--- config.mk ---
export PLATFORM = sky130hd
export DESIGN_NAME = mem_access_ctrl_flat
export DESIGN_NICKNAME = d
export VERILOG_FILES = /design/src/rtl/mem_access_ctrl_if.sv /design/src/rtl/mem_access_ctrl.sv /design/src/flat_wrapper.sv
export SDC_FILE = /design/constraint.sdc
export NUM_CORES = 1
export LEC_CHECK = 0
export BUFFER_PORTS_ARGS = -buffer_cell sky130_fd_sc_hd__buf_2
export CAP_MARGIN = 5
export CORE_AREA = 10 10 116 76
export CTS_BUF_LIST = sky130_fd_sc_hd__clkbuf_16
export DETAILED_ROUTE_END_ITERATION = 6
export DIE_AREA = 0 0 126 86
export PLACE_DENSITY = 0.75
export SYNTH_ARGS = -nofsm -noshare
export SYNTH_HDL_FRONTEND = slang
export SYNTH_SLANG_ARGS = --single-unit
--- constraint.sdc ---
create_clock -name clk -period 1.7 [get_ports clk]
set_clock_uncertainty 0.15 [all_clocks]
set_input_delay 0.085 -clock clk [delete_from_list [all_inputs] [get_ports clk]]
set_output_delay 0.085 -clock clk [all_outputs]
set_load 0.02 [all_outputs]
--- src/rtl/mem_access_ctrl_if.sv ---
// Core-side request/response and memory-side handshake bundle for mem_access_ctrl.
interface mem_access_ctrl_if #(
  parameter int ADDR_W = 16,
  parameter int DATA_W = 16
);
  logic              req_valid;
  logic              req_ready;
  logic              req_we;
  logic [ADDR_W-1:0] req_base;
  logic [3:0]        req_imm;
  logic [DATA_W-1:0] req_wdata;
  logic              mem_req;
  logic              mem_we;
  logic [ADDR_W-1:0] mem_addr;
  logic [DATA_W-1:0] mem_wdata;
  logic              mem_ack;
  logic [DATA_W-1:0] mem_rdata;
  logic              rsp_valid;
  logic [DATA_W-1:0] rsp_rdata;
  logic              rsp_err;
  logic              stall;

  modport slave (
    input  req_valid, req_we, req_base, req_imm, req_wdata, mem_ack, mem_rdata,
    output req_ready, mem_req, mem_we, mem_addr, mem_wdata, rsp_valid, rsp_rdata,
           rsp_err, stall
  );

  modport master (
    output req_valid, req_we, req_base, req_imm, req_wdata, mem_ack, mem_rdata,
    input  req_ready, mem_req, mem_we, mem_addr, mem_wdata, rsp_valid, rsp_rdata,
           rsp_err, stall
  );
endinterface

--- src/rtl/mem_access_ctrl.sv ---
// Load/store sequencer: registers base+offset address, runs a bounded-wait memory
// handshake and returns exactly one response (data or timeout) per accepted request.
module mem_access_ctrl #(
  parameter int ADDR_W  = 16,
  parameter int DATA_W  = 16,
  parameter int TIMEOUT = 15
) (
  input logic              clk,
  input logic              rst,
  mem_access_ctrl_if.slave bus
);
  typedef enum logic [1:0] {
    IDLE   = 2'd0,
    ACCESS = 2'd1,
    RESP   = 2'd2
  } state_t;

  state_t            state_r;
  state_t            state_next_s;
  logic [7:0]        cnt_r;
  logic              mem_req_r;
  logic              mem_we_r;
  logic [ADDR_W-1:0] mem_addr_r;
  logic [DATA_W-1:0] mem_wdata_r;
  logic              rsp_valid_r;
  logic [DATA_W-1:0] rsp_rdata_r;
  logic              rsp_err_r;
  logic [ADDR_W-1:0] eff_addr_s;
  logic              timeout_s;

  assign eff_addr_s = bus.req_base + {{(ADDR_W-4){bus.req_imm[3]}}, bus.req_imm};
  assign timeout_s  = (cnt_r == 8'(TIMEOUT - 1));

  // Next-state selection; an ack on the last allowed cycle still counts as success
  always_comb begin
    state_next_s = state_r;
    case (state_r)
      IDLE: begin
        if (bus.req_valid) state_next_s = ACCESS;
        else               state_next_s = IDLE;
      end
      ACCESS: begin
        if (bus.mem_ack || timeout_s) state_next_s = RESP;
        else                          state_next_s = ACCESS;
      end
      RESP:    state_next_s = IDLE;
      default: state_next_s = IDLE;
    endcase
  end

  // State, memory-side and response registers
  always_ff @(posedge clk) begin
    if (rst) begin
      state_r     <= IDLE;
      cnt_r       <= 8'd0;
      mem_req_r   <= 1'b0;
      mem_we_r    <= 1'b0;
      mem_addr_r  <= {ADDR_W{1'b0}};
      mem_wdata_r <= {DATA_W{1'b0}};
      rsp_valid_r <= 1'b0;
      rsp_rdata_r <= {DATA_W{1'b0}};
      rsp_err_r   <= 1'b0;
    end else begin
      state_r     <= state_next_s;
      rsp_valid_r <= 1'b0;
      case (state_r)
        IDLE: begin
          if (bus.req_valid) begin
            mem_addr_r  <= eff_addr_s;
            mem_wdata_r <= bus.req_wdata;
            mem_we_r    <= bus.req_we;
            cnt_r       <= 8'd0;
            mem_req_r   <= 1'b1;
          end
        end
        ACCESS: begin
          if (bus.mem_ack) begin
            rsp_rdata_r <= mem_we_r ? {DATA_W{1'b0}} : bus.mem_rdata;
            rsp_err_r   <= 1'b0;
            rsp_valid_r <= 1'b1;
            mem_req_r   <= 1'b0;
            mem_we_r    <= 1'b0;
          end else if (timeout_s) begin
            rsp_rdata_r <= {DATA_W{1'b0}};
            rsp_err_r   <= 1'b1;
            rsp_valid_r <= 1'b1;
            mem_req_r   <= 1'b0;
            mem_we_r    <= 1'b0;
          end else begin
            cnt_r <= cnt_r + 8'd1;
          end
        end
        RESP: begin
          mem_req_r <= 1'b0;
        end
        default: begin
          mem_req_r <= 1'b0;
          mem_we_r  <= 1'b0;
        end
      endcase
    end
  end

  assign bus.req_ready = (state_r == IDLE);
  assign bus.stall     = (state_r != IDLE);
  assign bus.mem_req   = mem_req_r;
  assign bus.mem_we    = mem_we_r;
  assign bus.mem_addr  = mem_addr_r;
  assign bus.mem_wdata = mem_wdata_r;
  assign bus.rsp_valid = rsp_valid_r;
  assign bus.rsp_rdata = rsp_rdata_r;
  assign bus.rsp_err   = rsp_err_r;
endmodule

--- src/flat_wrapper.sv ---
// flat-port wrapper written by rule: the top's interface ports become plain ports
module mem_access_ctrl_flat 
#(
  parameter int ADDR_W  = 16,
  parameter int DATA_W  = 16,
  parameter int TIMEOUT = 15
)
  (clk, rst, bus_req_valid, bus_req_we, bus_req_base, bus_req_imm, bus_req_wdata, bus_mem_ack, bus_mem_rdata, bus_req_ready, bus_mem_req, bus_mem_we, bus_mem_addr, bus_mem_wdata, bus_rsp_valid, bus_rsp_rdata, bus_rsp_err, bus_stall);
  mem_access_ctrl_if #(.ADDR_W(ADDR_W), .DATA_W(DATA_W)) bus_i ();
  input logic clk;
  input logic rst;
  input wire logic [$bits(bus_i.req_valid)-1:0] bus_req_valid;
  input wire logic [$bits(bus_i.req_we)-1:0] bus_req_we;
  input wire logic [$bits(bus_i.req_base)-1:0] bus_req_base;
  input wire logic [$bits(bus_i.req_imm)-1:0] bus_req_imm;
  input wire logic [$bits(bus_i.req_wdata)-1:0] bus_req_wdata;
  input wire logic [$bits(bus_i.mem_ack)-1:0] bus_mem_ack;
  input wire logic [$bits(bus_i.mem_rdata)-1:0] bus_mem_rdata;
  output wire logic [$bits(bus_i.req_ready)-1:0] bus_req_ready;
  output wire logic [$bits(bus_i.mem_req)-1:0] bus_mem_req;
  output wire logic [$bits(bus_i.mem_we)-1:0] bus_mem_we;
  output wire logic [$bits(bus_i.mem_addr)-1:0] bus_mem_addr;
  output wire logic [$bits(bus_i.mem_wdata)-1:0] bus_mem_wdata;
  output wire logic [$bits(bus_i.rsp_valid)-1:0] bus_rsp_valid;
  output wire logic [$bits(bus_i.rsp_rdata)-1:0] bus_rsp_rdata;
  output wire logic [$bits(bus_i.rsp_err)-1:0] bus_rsp_err;
  output wire logic [$bits(bus_i.stall)-1:0] bus_stall;
  assign bus_i.req_valid = bus_req_valid;
  assign bus_i.req_we = bus_req_we;
  assign bus_i.req_base = bus_req_base;
  assign bus_i.req_imm = bus_req_imm;
  assign bus_i.req_wdata = bus_req_wdata;
  assign bus_i.mem_ack = bus_mem_ack;
  assign bus_i.mem_rdata = bus_mem_rdata;
  assign bus_req_ready = bus_i.req_ready;
  assign bus_mem_req = bus_i.mem_req;
  assign bus_mem_we = bus_i.mem_we;
  assign bus_mem_addr = bus_i.mem_addr;
  assign bus_mem_wdata = bus_i.mem_wdata;
  assign bus_rsp_valid = bus_i.rsp_valid;
  assign bus_rsp_rdata = bus_i.rsp_rdata;
  assign bus_rsp_err = bus_i.rsp_err;
  assign bus_stall = bus_i.stall;
  mem_access_ctrl #(.ADDR_W(ADDR_W), .DATA_W(DATA_W), .TIMEOUT(TIMEOUT)) u_core (.clk(clk), .rst(rst), .bus(bus_i));
endmodule
# Yosys cells after proc, flatten, opt, wreduce, memory -nomap -nowiden
# Index checks and enable logic that the tools add are counted.
# W data, S select, Z words.
[totals] reg_bits=62 out_inout_bits=54 in_bits=57 wordCells=51
[classes] reduce_logical=11 mux=20 bitwise_logic=2 eq_ne=7 addsub=2
[ops] cell="$mux W16" n=3
[ops] cell="$mux W8" n=3
[ops] cell="$add A16 B16 Y16" n=1
[ops] cell="$pmux W8 S2" n=1
[ops] cell="$mux W1" n=9
[ops] cell="$add A8 B1 Y8 const B" n=1
[ops] cell="$eq A8 B4 Y1 const B" n=1
[ops] cell="$ne A2 B2 Y1 const B" n=3
[ops] cell="$reduce_and A2 Y1" n=3
[ops] cell="$reduce_bool A2 Y1" n=3
[ops] cell="$pmux W2 S2" n=1
[ops] cell="$reduce_and A4 Y1" n=1
[ops] cell="$ne A3 B2 Y1 const B" n=1
[ops] cell="$pmux W1 S3" n=1
[ops] cell="$reduce_and A3 Y1" n=1
[ops] cell="$eq A2 B1 Y1 const B" n=1
[ops] cell="$eq A2 B2 Y1 const B" n=1
[ops] cell="$logic_not A2 Y1" n=1
[ops] cell="$mux W2" n=1
[ops] cell="$not A1 Y1" n=2
[ops] cell="$pmux W1 S2" n=1
[ops] cell="$reduce_or A2 Y1" n=1
[ops] cell="$logic_or A1 B1 Y1" n=1

# Logic depth before layout (Yosys ltp)
[depth] depth_word=4 depth_mapped=8 ltp_nobuf=8

# Worst setup path before layout
# No wires, ideal clock.
[synth_timing] path_kind="flip-flop to flip-flop" start="register u_core.state_r[1]" end="register u_core.mem_addr_r[15], in the netlist u_core.bus.mem_addr[15]" synth_period_minus_slack_ns=1.824 t_required_ns=1.471 slack_ns=-0.124 setup_ns=0.079 path_stages_with_launch=7 path_buffers=1 t_arrival_ns=1.595 cell_sequence="dfxtp_1 -> nor2_2 -> and2_1 -> buf_2 -> nand2b_1 -> or4b_1 -> o211ai_1"
[synth_between] elab_chain_len=2
[synth_rtl] item="from (decl)" line="mem_access_ctrl.sv:18" rtl="state_t state_r;"
[synth_rtl] item="from (signal assigned)" line="mem_access_ctrl.sv:64" rtl="state_r <= state_next_s;"
[synth_rtl] item="$logic_not A2 Y1"
[synth_rtl] item="via bus_req_ready" line="flat_wrapper.sv:19" rtl="output wire logic [$bits(bus_i.req_ready)-1:0] bus_req_ready;"
[synth_rtl] item="$reduce_and A2 Y1 (no line)"
[synth_rtl] item="to (signal assigned)" line="mem_access_ctrl.sv:58" rtl="mem_addr_r <= {ADDR_W{1'b0}};"
[synth_rtl] item="to (signal assigned)" line="mem_access_ctrl.sv:69" rtl="mem_addr_r <= eff_addr_s;"
[synth_rtl] item="to (decl)" line="mem_access_ctrl.sv:23" rtl="logic [ADDR_W-1:0] mem_addr_r;"
# The timed path passes the listed nets, and every way through them passes these cells.
# A chain may end at the register's enable or synchronous reset.

# Final worst setup path
[layout_timing] start="register u_core.cnt_r[0]" end="register u_core.cnt_r[5]"
[layout_between] elab_chain_len=4 word_cells_on_any_way=7 classes_between="add/sub: 1; eq/ne: 2; mux: 3; reduce/logical: 1"
[layout_rtl] item="from (decl)" line="mem_access_ctrl.sv:20" rtl="logic [7:0] cnt_r;"
[layout_rtl] item="from (signal assigned)" line="mem_access_ctrl.sv:90" rtl="cnt_r <= cnt_r + 8'd1;"
[layout_rtl] item="$add A8 B1 Y8" line="mem_access_ctrl.sv:90"
[layout_rtl] item="$mux W8" line="mem_access_ctrl.sv:83" rtl="end else if (timeout_s) begin"
[layout_rtl] item="$mux W8" line="mem_access_ctrl.sv:77" rtl="if (bus.mem_ack) begin"
[layout_rtl] item="$pmux W8 S2" line="mem_access_ctrl.sv:66" rtl="case (state_r)"
# Several ways; a longest one is shown, not always the timed one. The select of a mux whose other input is x is not followed.

==> impl_metrics.ini <==
[setup_path]
endpoint = u_core.cnt_r[5]$_SDFFE_PP0P_
reg2reg_to = u_core.cnt_r[5]$_SDFFE_PP0P_
end_kind = flip-flop
cp_slowest_stage_delay_ps = 410
r2r-start = u_core.cnt_r[0]$_SDFFE_PP0P_
r2r_slack_ps = -130
start_kind = flip-flop
path_max_fanout = 4
rr_worst_depth = 7
worstSetupPathType = reg -> reg
cp.arrival_ps = 1930
critPathRequiredTime_ps = 1800
cp_slowest_cell = or3_1
crit_chain = inv_2 -> ha_2 -> and3_4 -> nor3b_4 -> o2111ai_2 -> or3_1 -> a21oi_2
startpoint = u_core.cnt_r[0]$_SDFFE_PP0P_

[floorplanning]
initial_core_util = 0.440
rows = 23
coreArea_mm2 = 0.00662
die_x_um = 126
io_pins = 111
die_y_um = 86
dieArea_mm2 = 0.0108

[finish]
fin_area_mm2 = 0.00473
drive_above_1_share = 0.379
nFillCells = 509
area_growth_pct = 62.7
diodes = 0
final_nets = 628

[synthesis]
ys_seq_area_frac = 0.427
synth-seq-cells = 62
synth_flop_cell = dfxtp_1
synth_area_leader_cell = dfxtp_1
syn_area_mm2 = 0.00291
syn_inst = 353
avgSynthCellArea_um2 = 8.24
synth-async-reset-ratio = 0
synth_most_common_cell = nand2_1
synth-edff-count = 0
ys_types = 39
synthesis.nets = 428
synth_top_cells_by_count = nand2_1, dfxtp_1, a21oi_1
yosysWarningCount = 0
netlist.area_leader.share = 0.427
synth.area.top_cells = dfxtp_1, nand2_1, a21oi_1

[drt]
routed_wl_mm = 10.2
ant_nets = 0
num_vias = 3306
wl_per_cell_um = 15.8
vias_per_cell = 5.14
route.detailed.drc = 0
drtIter0Drc = 198
firstDrtPassIters = 5

[grt]
grt_use_total = 0.183
grt_pass1_vias = 3432
overflow = 0
grt_pass1_wl_mm = 16.5
grt_most_used_layer = met2
grt_max_degree = 29
grt_use_met2 = 0.298
grt_use_met1 = 0.211
grtUsageMet3 = 0.0811
antenna_found_initial = 0

[pwr]
power_mw = 4.30
ir_drop_mv = 0.821
p_leak_nw = 2.18
power_per_cell_area_mw_per_mm2 = 908

[placed_design]
place_ws_ps = -336
hpwl_mm = 7.14
portBuffers = 110
dpl-instance-area_mm2 = 0.00396
globalplace.congestion = 0.908

[clocking]
clockBufferDepth = 2
cts-root-buf = clkbuf_16
insertion_delay_ps = 320
htreeDepth = 3
numCtsBuffers = 9
cts_sinks = 62
path_clk_slew_ps = 50
cts_tree = done

[timing]
fin_hold_ws_ps = 70.8
finalCritPeriodShare = 1.08
period_needed_ps = 1830
finalMaxSlewViolations = 0
setup_slack_ps = -129
setup_viol = 5
rsz0062_at_grt = yes
max_slew_margin = 0.748
worst_slew_pin_slew_ps = 377
fmax_mhz = 547
hold_viol_final = 0

[hold_path]
worstHoldPathType = in -> reg

[flow_run]
maxCapViolations = 0

[outcome]
violations = negative setup slack
run_status = finished with violations
==> power by group <==
| part | switching (mW) | internal (mW) |
|---|---|---|
| Clock | 0.586 | 1.09 |
| Sequential | 0.0444 | 1.54 |
| Combinational | 0.551 | 0.479 |
==> placed cells by master, fill, tap and decap left out, types with 3 or more instances in the layout <==
cell and instances:
o21bai_1 4, nor2_1 34, o21ai_0 15, ha_4 4, o211ai_1 6, xnor2_1 9
a31oi_1 3, a22oi_1 16, clkbuf_16 9, nand3_1 7, xor2_1 7, nand2_1 64
o21ai_2 4, inv_1 8, a21oi_1 39, buf_4 60, dlygate4sd3_1 35, a21oi_2 4
dfxtp_1 60, a211oi_1 3, nand4_1 3, buf_2 109, ha_1 11
==> logic make-up after synthesis <==
family | synth area share
buffers and inverters | 0.0327
adder cells (fa/ha/maj) | 0.0800
AO/OA/AOI/OAI | 0.217
flip-flops | 0.427
AND/OR/NAND/NOR | 0.195
XOR/XNOR | 0.0482
==> cell type report <==
| class | instances | area [µm²] | share of cell area |
|---|---|---|---|
| sequential | 62 | 1240 | 0.263 |
| clock buffer | 9 | 225 | 0.0476 |
| tap | 87 | 109 | 0.0230 |
| inverter | 7 | 26.3 | 0.00555 |
| timing repair buffer | 205 | 1370 | 0.289 |
| clock inverter | 5 | 45.0 | 0.00952 |
| multi-input combinational | 268 | 1720 | 0.363 |
==> state kept, by name, indices dropped and copies added, names as in the netlist <==
register,flops
u_core.bus.mem_addr,16
u_core.bus.mem_req,1
u_core.bus.mem_wdata,16
u_core.bus.mem_we,1
u_core.bus.rsp_err,1
u_core.bus.rsp_rdata,16
u_core.bus.rsp_valid,1
u_core.cnt_r,8
u_core.state_r,2
==> worst max-delay path: cells and delay by family (launching register included) <==
kind,cells,cell delay [ps]
fa+ha+maj,1,160
buf+inv,1,40
flops,1,330
simple gates,3,780
compound gates,2,300
==> layer usage <==
layer	part of all wire	vias up
met3	0.099	17
met1	0.43	1523
met2	0.46	130
met5	0	-
li1	-	1636
met4	0.014	0
==> through the flow <==
step	std cells	util	setup TNS, ps
after floorplan	353	-	-98.5
final	643	0.715	-253
after global routing	643	0.715	-2740
after detailed placement	591	0.598	-6700
after global placement	591	0.598	-4950
after CTS	643	0.698	-203
==> worst min-delay path by stage <==
stage / slack, ps / endpoint / cells after the start / startpoint
floorplan: 30 / u_core.bus.rsp_err$_SDFFE_PP0P_ / 1 / bus_mem_ack
global placement: 170 / u_core.bus.mem_wdata[1]$_SDFFE_PP0P_ / 3 / bus_req_wdata[1]
detailed placement: 180 / u_core.bus.mem_wdata[3]$_SDFFE_PP0P_ / 3 / bus_req_wdata[3]
CTS: 20 / u_core.bus.mem_we$_SDFFE_PP0P_ / 4 / bus_req_valid
global route: 80 / u_core.bus.mem_we$_SDFFE_PP0P_ / 4 / bus_req_valid
finish: 70 / u_core.bus.mem_we$_SDFFE_PP0P_ / 4 / bus_req_valid
==> timing repair <==
item / in CTS / in global routing
gates resized for setup: 5 / 21
setup endpoints to repair: 26 / 34
hold buffers: 35 / 0
buffers inserted: 3 / 0
pin swaps: 2 / 13
hold endpoints to repair: 35 / 0
No activity file was read; power rests on OpenSTA's default activity.
